**config.mk**
```make
export PLATFORM = sky130hd
export DESIGN_NAME = mem_arbiter
export DESIGN_NICKNAME = d
export VERILOG_FILES = /design/src/rtl/mem_arbiter.sv
export SDC_FILE = /design/constraint.sdc
export NUM_CORES = 1
export LEC_CHECK = 0
export ABC_AREA = 1
export BUFFER_PORTS_ARGS = -buffer_cell sky130_fd_sc_hd__buf_2
export CORE_AREA = 2 2 106 108
export DETAILED_ROUTE_END_ITERATION = 8
export DIE_AREA = 0 0 108 110
export GPL_ROUTABILITY_DRIVEN = 1
export SLEW_MARGIN = 25
export SYNTH_ARGS = -nofsm -noshare
export SYNTH_HDL_FRONTEND = slang
export SYNTH_SLANG_ARGS = --single-unit
```
**constraint.sdc**
```tcl
create_clock -name clk -period 2.35 [get_ports clk]
set_input_delay 0.47 -clock clk [delete_from_list [all_inputs] [get_ports clk]]
set_output_delay 0.47 -clock clk [all_outputs]
set_load 0.05 [all_outputs]
```
**src/rtl/mem_arbiter.sv**
```systemverilog
// mem_arbiter: shares one single-port RAM between the fetch and load/store requesters.
// Define MEM_ARB_RR_EN for round-robin tie-breaking; otherwise data has fixed priority over fetch.
module mem_arbiter #(
  parameter int ADDR_W  = 32,
  parameter int MEM_LAT = 1
) (
  input  logic              clk,
  input  logic              reset,
  input  logic              if_req,
  input  logic [ADDR_W-1:0] if_addr,
  output logic              if_gnt,
  output logic              if_rvalid,
  output logic [31:0]       if_rdata,
  input  logic              d_req,
  input  logic              d_we,
  input  logic [ADDR_W-1:0] d_addr,
  input  logic [31:0]       d_wdata,
  input  logic [3:0]        d_be,
  output logic              d_gnt,
  output logic              d_rvalid,
  output logic [31:0]       d_rdata,
  output logic              mem_en,
  output logic              mem_we,
  output logic [3:0]        mem_be,
  output logic [ADDR_W-1:0] mem_addr,
  output logic [31:0]       mem_wdata,
  input  logic [31:0]       mem_rdata
);

  localparam logic OWN_FETCH = 1'b0;
  localparam logic OWN_DATA  = 1'b1;

  logic       busy_reg, busy_next;
  logic       owner_reg, owner_next;
  logic [2:0] cnt_reg, cnt_next;

  logic any_req;
  logic arb_open;
  logic resp_cycle;
  logic grant;
  logic winner;

  assign any_req    = if_req | d_req;
  assign resp_cycle = busy_reg && (cnt_reg == 3'd1);
  assign arb_open   = !busy_reg || resp_cycle;
  // Gating with reset keeps every output at its reset value while reset is held.
  assign grant      = reset && arb_open && any_req;

`ifdef MEM_ARB_RR_EN
  logic last_reg, last_next;

  // On a tie the requester that did not win last time takes the RAM.
  assign winner = (if_req && d_req) ? ~last_reg : d_req;

  always_comb begin
    last_next = last_reg;
    if (grant) begin
      last_next = winner;
    end
  end

  always_ff @(posedge clk or negedge reset) begin
    if (!reset) begin
      last_reg <= OWN_FETCH;
    end else begin
      last_reg <= last_next;
    end
  end
`else
  assign winner = d_req ? OWN_DATA : OWN_FETCH;
`endif

  always_comb begin
    if_gnt    = 1'b0;
    d_gnt     = 1'b0;
    mem_en    = 1'b0;
    mem_we    = 1'b0;
    mem_be    = 4'h0;
    mem_addr  = '0;
    mem_wdata = 32'h0;
    if (grant) begin
      mem_en = 1'b1;
      if (winner == OWN_DATA) begin
        d_gnt     = 1'b1;
        mem_we    = d_we;
        mem_be    = d_be;
        mem_addr  = d_addr;
        mem_wdata = d_wdata;
      end else begin
        if_gnt   = 1'b1;
        mem_be   = 4'hF;
        mem_addr = if_addr;
      end
    end
  end

  assign if_rvalid = resp_cycle && (owner_reg == OWN_FETCH);
  assign d_rvalid  = resp_cycle && (owner_reg == OWN_DATA);
  assign if_rdata  = if_rvalid ? mem_rdata : 32'h0;
  assign d_rdata   = d_rvalid  ? mem_rdata : 32'h0;

  always_comb begin
    busy_next  = busy_reg;
    owner_next = owner_reg;
    cnt_next   = cnt_reg;
    if (grant) begin
      busy_next  = 1'b1;
      owner_next = winner;
      cnt_next   = 3'(MEM_LAT);
    end else if (busy_reg) begin
      cnt_next = cnt_reg - 3'd1;
      if (cnt_reg == 3'd1) begin
        busy_next = 1'b0;
      end
    end
  end

  always_ff @(posedge clk or negedge reset) begin
    if (!reset) begin
      busy_reg  <= 1'b0;
      owner_reg <= OWN_FETCH;
      cnt_reg   <= 3'd0;
    end else begin
      busy_reg  <= busy_next;
      owner_reg <= owner_next;
      cnt_reg   <= cnt_next;
    end
  end

endmodule

```
# Word level (Yosys, flattened, before mapping)
# Index checks and enable logic that the tools add are counted.
dict set report word_totals {
  register_bits 5
  latch_bits 0
  ram_bits 0
  romBits 0
  inputBits 137
  out_inout_bits 138
  elab_cells 36
  memories 0
}
dict set report classes {
  n_addsub 1
  multipliers 0
  n_div 0
  magnitude_cmp 0
  n_eq_ne 1
  shift 0
  muxes 21
  bitwise_logic 2
  n_reduce_logical 8
}
# cell n
set ops {}
lappend ops {{$mux 32} 6}
lappend ops {{$mux 1} 11}
lappend ops {{$mux 4} 2}
lappend ops {{$mux 3} 2}
lappend ops {{$logic_and 1x1->1} 5}
lappend ops {{$eq 3x1->1 const B} 1}
lappend ops {{$sub 3x1->3 const B} 1}
lappend ops {{$reduce_bool 2->1} 1}
lappend ops {{$logic_not 1->1} 1}
lappend ops {{$logic_or 1x1->1} 1}
lappend ops {{$not 1->1} 1}
lappend ops {{$or 1x1->1} 1}

# Logic depth before layout (Yosys ltp)
# Gate-level depths: netlist of the first run.
dict set report logic_depth {
  ltp_word 6
  depth_mapped 8
  depth_no_buf 7
}

# Worst setup path after synthesis of the first run
# No wires, ideal clock.
dict set report synth_timing {
  path_kind {reg-to-output}
  from {register cnt_reg[1]}
  to {output if_rdata[10]}
  arrival_time_ns 2.471
  required_time_ns 1.880
  path_slack_ns -0.591
  stages_incl_launch_ff 8
  n_path_buf 1
  cell_sequence {dfrtp_1 > inv_1 > ha_1 > nand3_1 > nor2_1 > inv_1 > buf_6 > nor2_1}
}
dict set report synth_between {
  elab_chain_len 4
}
# item line
set synth_lines {}
lappend synth_lines {{from (decl)} 35} ;# logic [2:0] cnt_reg, cnt_next;
lappend synth_lines {{from (signal assigned)} 126} ;# cnt_reg <= cnt_next;
lappend synth_lines {{$eq 3x1->1} 44} ;# assign resp_cycle = busy_reg && (cnt_reg == 3'd1);
lappend synth_lines {{$logic_and 1x1->1} 44}
lappend synth_lines {{$logic_and 1x1->1} 97} ;# assign if_rvalid = resp_cycle && (owner_reg == OWN_FETCH);
lappend synth_lines {{via if_rvalid} 12} ;# output logic if_rvalid,
lappend synth_lines {{$mux 32} 99} ;# assign if_rdata = if_rvalid ? mem_rdata : 32'h0;
lappend synth_lines {{to (decl)} 13} ;# output logic [31:0] if_rdata,
# The timed path passes the listed nets, and every way through them passes these cells.

# Worst setup path in the final report of the first run
dict set report layout_timing {
  from {register cnt_reg[1]}
  to {output mem_addr[4]}
}
dict set report layout_between {
  elab_chain_len 6
}
# item line
set layout_lines {}
lappend layout_lines {{$eq 3x1->1} 44}
lappend layout_lines {{$logic_and 1x1->1} 44}
lappend layout_lines {{$logic_or 1x1->1} 45} ;# assign arb_open = !busy_reg || resp_cycle;
lappend layout_lines {{$logic_and 1x1->1 (2 in a row)} 47} ;# assign grant = reset && arb_open && any_req;
lappend layout_lines {{$mux 32} 81} ;# if (grant) begin
lappend layout_lines {{to (decl)} 25} ;# output logic [ADDR_W-1:0] mem_addr,
# Every way passes these cells.

==> results of run 1 <==
layer usage:
layer	GRT usage, %	vias up	share of wire, %	routed length (um)
met4	3.022	0	1.4	110
met5	0	-	0	0
met3	2.175	10	11	869
met1	12.89	1172	38	2961
li1	-	1487	-	-
met2	21.56	174	50	3878
final timing paths:
path                                   startpoint                      to  slack [ps]  cells past startpoint
min in group clk           cnt_reg[1]$_DFFE_PN0P_  cnt_reg[1]$_DFFE_PN0P_         510                      2
setup reg to reg           cnt_reg[0]$_DFFE_PN0P_  cnt_reg[0]$_DFFE_PN0P_         980                      6
max in group asynchronous                   reset   owner_reg$_DFFE_PN0P_        2150                      1
setup / recovery           cnt_reg[1]$_DFFE_PN0P_             mem_addr[4]         150                      8
hold / removal                              reset  cnt_reg[1]$_DFFE_PN0P_          60                      1
hold reg to reg            cnt_reg[1]$_DFFE_PN0P_  cnt_reg[1]$_DFFE_PN0P_         510                      2
critical path: cells and delay by family, from the launching register on:
family / cells / cell delay [ps]
AOI/OAI and AO/OA: 1 / 130
adders and majority gates: 1 / 180
buffers and inverters: 3 / 540
DFF: 1 / 360
and+or+nand+nor: 3 / 270
power by group through the flow:
stage	sequential [mW]	combinational, mW	clock [mW]
2_1_floorplan	0.162	2.08	0
3_3_place_gp	0.170	2.69	0
3_5_place_dp	0.171	2.69	0
4_1_cts	0.170	2.70	0.160
5_1_grt	0.178	2.86	0.167
6_report	0.170	2.68	0.157
kinds of logic after synthesis:
group / share of synthesized area (%)
compound gates: 11.08
xor+xnor: 0.5878
fa+ha+maj: 1.679
buf+inv: 21.66
flops: 8.396
simple gates: 56.59
cell type report:
cell class | count | area [um2] | area share [%]
clock buffers | 4 | 45.04 | 1.423
multi-input cells | 258 | 1127 | 35.63
flip-flops and latches | 5 | 125.1 | 3.954
well taps | 140 | 175.2 | 5.536
repair buffers | 281 | 1526 | 48.24
inverters | 44 | 165.2 | 5.219
cells in the mapped netlist (all sizes together):
cell type  count
a21oi         32
ha             2
o21ai          1
nor2         110
nand3          4
clkbuf         8
nand2        107
inv           44
xor2           1
dfrtp          5
nand4          1
buf           17
through the flow:
| stage | hold WS, ps | util [%] | total power [mW] | setup WS, ps | cell area, um2 |
|---|---|---|---|---|---|
| 6_report | 60.70 | 29.58 | 3.007 | 153.9 | 3164 |
| 5_1_grt | 62.86 | 29.58 | 3.201 | 2.772 | 3164 |
| 4_1_cts | 62.77 | 29.49 | 3.027 | 138.2 | 3154 |
| 3_5_place_dp | 295.3 | 29.06 | 2.863 | 334.6 | 3109 |
| 3_3_place_gp | 293.3 | 29.06 | 2.864 | 324.3 | 3109 |
| 2_1_floorplan | 174.4 | - | 2.238 | 21.71 | 1573 |
timing repair:
item                                    CTS  global route
gates resized for setup                   0             4
endpoints found under the hold margin     0             0
setup buffers                             0             0
endpoints found under the setup margin    0             4
==> results.yml, run 1 <==
grt:
  grt_pass1_wl_um: 11010
  grtUsageTotal_pct: 11.33
  grt_max_degree: 51
  antenna_found_initial: 0
  grt_overflow: 0
  grt_pass1_vias: 2430
final_layout:
  syn_to_final_growth_pct: 112.3
  largest_reg_flops: 3
  layout_commonest_cell: "buf_2"
  antenna_cells: 0
  final_cell_mix: "268 x buf_2, 106 x nand2_1, 78 x nor2_1"
  layout-drive-gt1-share_pct: 53.55
  fin_nets: 732
  stdcell_count: 732
  fillers: 1263
power:
  switching_share_pct: 71.11
  cellLeakagePower_nw: 2.186
  p_sw_mw: 2.138
  vdd_ir_drop_max_v: 0.0004856
  p_seq_share_pct: 5.6
  powerDensity_nw_per_um2: 950.3
  comb_power_share_pct: 89.1
  clockPowerShare_pct: 5.2
  internal_power_mw: 0.8689
place:
  gp_congestion: 0.7403
  place_hpwl_um: 6600
  placed_cells: 728
  io_buffers: 274
setup_path:
  start_kind: "flip-flop"
  path_class: "flip-flop to primary output"
  worst_path_largest_cell_delay_ps: 360
  cp-end-kind: "primary output"
  arrival_ps: 1730
  crit_path_top_delay_cell: "dfrtp_1"
  crit_path_max_fanout: 35
  cpMostUsedCell: "nand2_1"
  crit_required_ps: 1880
  cp_cell_sequence: "inv_1, ha_1, nand2_1, nand2_1, nand2_2, buf_12, a21oi_1, buf_2"
cts:
  cts_tree: "yes"
  clk_pin_slew_ps: 30
  cts_buffers: 3
  root_buffer: "clkbuf_8"
  insertion_delay_ps: 220
  cts_buffer_depth: 2
  clkSinkCount: 5
  htreeDepth: 1
  cts_hold_buf: 0
timing:
  max_freq_mhz: 455.3
  skew_ps: 0.8270
  relSlewSlack_pct: 78.34
  rsz0062_at_grt: "no"
  post-route-min-period_ps: 2196
  final.setup.tns_ps: 0
  tightest_slew_ps: 324.9
  setup-violations-final: 0
  slew_viol_final: 0
  final.period_utilization_pct: 93.45
  hold_violations: 0
synthesis:
  synthesis.nets: 471
  synth_area_leaders: "nor2_1 27%, nand2_1 27%, inv_1 11%"
  synth_area_per_cell_um2: 4.488
  yosysWarnings: 0
  synth_top_area_share_pct: 27.46
  synth_area_um2: 1490
  yosysTopAreaCell: "nor2_1"
  synth_cell_types: 15
  netlist_instances: 332
  ys_ff_latch: 5
  seq_area_frac_synth_pct: 8.396
route:
  drc: 0
  routed_wl_um: 7820
  drt_pre_antenna_iters: 4
  vias: 2843
  routedWlPerCell_um: 10.68
  drtIter0Drc: 144
  viasPerCell: 3.884
  drtAntennaViolNets: 0
floorplan:
  pin_count: 275
  placementRows: 38
  dieArea_um2: 11880
  fp.dieH_um: 110
  core_um2: 10700
  start_util_pct: 13.93
  fp.dieW_um: 108
flow_run:
  drv_cap: 0
hold_path:
  min_path_type: "primary input to async pin"
status:
  status: "completed"
Power figures use the tool's default switching activity.
==> run 2: changes to the inputs <==
--- a/config.mk
+++ b/config.mk
@@ -7,10 +7,13 @@
 export LEC_CHECK = 0
 export ABC_AREA = 1
 export BUFFER_PORTS_ARGS = -buffer_cell sky130_fd_sc_hd__buf_2
-export CORE_AREA = 2 2 106 108
+export CELL_PAD_IN_SITES_DETAIL_PLACEMENT = 2
+export CELL_PAD_IN_SITES_GLOBAL_PLACEMENT = 2
+export CORE_UTILIZATION = 10
+export CTS_BUF_LIST = sky130_fd_sc_hd__clkbuf_16
 export DETAILED_ROUTE_END_ITERATION = 8
-export DIE_AREA = 0 0 108 110
 export GPL_ROUTABILITY_DRIVEN = 1
+export PLACE_DENSITY_LB_ADDON = 0.1
 export SLEW_MARGIN = 25
 export SYNTH_ARGS = -nofsm -noshare
 export SYNTH_HDL_FRONTEND = slang
==> results.yml, run 2 (same netlist as run 1, synthesis figures left out) <==
cts:
  htreeDepth: 1
  postCtsSetupRepairBufs: 0
  insertion_delay_ps: 230
  cts_tree: "yes"
  clk_pin_slew_ps: 30
  root_buffer: "clkbuf_16"
  cts_hold_buf: 0
  clkSinkCount: 5
  cts_buffer_depth: 2
  cts_buffers: 3
timing:
  tightest_slew_ps: 388.6
  skew_ps: 0.2951
  relSlewSlack_pct: 74.10
  post-route-min-period_ps: 2240
  slew_viol_final: 0
  setup-violations-final: 0
  final.period_utilization_pct: 95.32
  max_freq_mhz: 446.4
  hold_violations: 0
  timing.final.ws_setup_ps: 109.9
power:
  vdd_ir_drop_max_v: 0.0002321
  p_seq_share_pct: 5.5
  internal_power_mw: 0.9934
  comb_power_share_pct: 85.8
  p_sw_mw: 2.203
  switching_share_pct: 68.92
  cellLeakagePower_nw: 2.210
  powerDensity_nw_per_um2: 968.5
  clockPowerShare_pct: 8.7
setup_path:
  cp-end-kind: "primary output"
  crit_start: "cnt_reg[1]$_DFFE_PN0P_"
  rr_startpoint: "cnt_reg[1]$_DFFE_PN0P_"
  crit_path_end: "mem_addr[20]"
  crit_required_ps: 1880
  reg2reg_depth: 7
  arrival_ps: 1770
  r2r_setup_slack_ps: 1130
  crit_path_max_fanout: 37
  path_class: "flip-flop to primary output"
  r2r-end: "owner_reg$_DFFE_PN0P_"
  start_kind: "flip-flop"
final_layout:
  syn_to_final_growth_pct: 121.5
  layout_commonest_cell: "buf_2"
  stdcell_count: 778
  fillers: 1874
  fin_nets: 734
  layout-drive-gt1-share_pct: 53.87
  post-route-cell-area_um2: 3301
  seq_area_um2: 125.1
  final_cell_mix: "248 x buf_2, 105 x nand2_1, 78 x nor2_1"
  largest_reg_flops: 3
  multi_input_area_um2: 1135
  fin_util_pct: 22.71
  antenna_cells: 0
flow_run:
  drv_cap: 0
route:
  drc: 0
  routedWlPerCell_um: 13.21
  drtAntennaViolNets: 0
  routed_wl_um: 10280
  viasPerCell: 3.900
  drt_pre_antenna_iters: 4
  drtIter0Drc: 52
  vias: 3034
grt:
  grt_pass1_vias: 2973
  grtUsageTotal_pct: 11.99
  grt_overflow: 0
  grt_pass1_wl_um: 14490
  grt_max_degree: 39
  antenna_found_initial: 0
floorplan:
  dieArea_um2: 15390
  pin_count: 275
  core_um2: 14530
  fp.dieW_um: 124.1
  start_util_pct: 10.25
  placementRows: 44
  fp.dieH_um: 124.1
hold_path:
  min_path_type: "primary input to async pin"
status:
  status: "completed"
place:
  gp_congestion: 0.7429
  place_hpwl_um: 8738
  io_buffers: 274
  placed_cells: 774
  place_area_um2: 3149
  dpl_worst_slack_ps: 207.2
[run 2: cell type report]
class                      count  share of cell area (%)
inverter                      44                   5.004
multi-input combinational    258                   34.38
sequential                     5                   3.791
timing repair buffer         283                   47.46
clock inverter                 1                  0.1137
clock buffer                   3                   2.274
tap                          184                   6.975
[run 2: power by group through the flow]
stage | Clock, mW | Sequential (mW) | Combinational, mW
final | 0.279 | 0.175 | 2.74
after global placement | 0 | 0.174 | 2.72
after global routing | 0.290 | 0.183 | 2.93
after floorplan | 0 | 0.162 | 2.08
after CTS | 0.285 | 0.174 | 2.75
after detailed placement | 0 | 0.175 | 2.74
[run 2: worst min path at each step]
stage                                  end  slack (ps)  cells after the start
finish              cnt_reg[2]$_DFFE_PN0P_         140                      2
global route            busy_reg$_DFF_PN0_         160                      2
CTS                 cnt_reg[2]$_DFFE_PN0P_         150                      2
detailed placement  cnt_reg[2]$_DFFE_PN0P_         390                      2
global placement    cnt_reg[2]$_DFFE_PN0P_         380                      2
floorplan               busy_reg$_DFF_PN0_         170                      0
[run 2: timing repair]
item | in CTS | in global routing
setup endpoints to repair | 3 | 71
resized for setup | 3 | 32
pin swaps | 0 | 0
gates cloned | 0 | 0
[run 2: layer usage]
layer | share of wire (%) | vias to the layer above | track usage [%] | routed length (um)
met5 | 0 | - | 0 | 0
met4 | 0.84 | 0 | 3.125 | 86
met1 | 32 | 1378 | 11.38 | 3288
met2 | 56 | 160 | 24.48 | 5706
met3 | 12 | 4 | 3.480 | 1195
li1 | - | 1492 | - | -
[run 2: worst max-delay path, cell delays in order (launching register included)]
cell	delay (ps)
dfrtp_1	370
inv_1	80
ha_1	190
nand2_1	80
nand2_2	100
nand2_4	100
buf_12	180
a21oi_1	130
buf_2	280
[run 2: metrics by stage]
stage                     total power [mW]  hold slack (ps)  setup TNS [ps]
final                                3.197            142.4               0
after global routing                 3.407            155.1          -27.95
after CTS                            3.209            145.9               0
after detailed placement             2.914            387.6               0
after global placement               2.897            380.4               0
after floorplan                      2.238            174.4               0
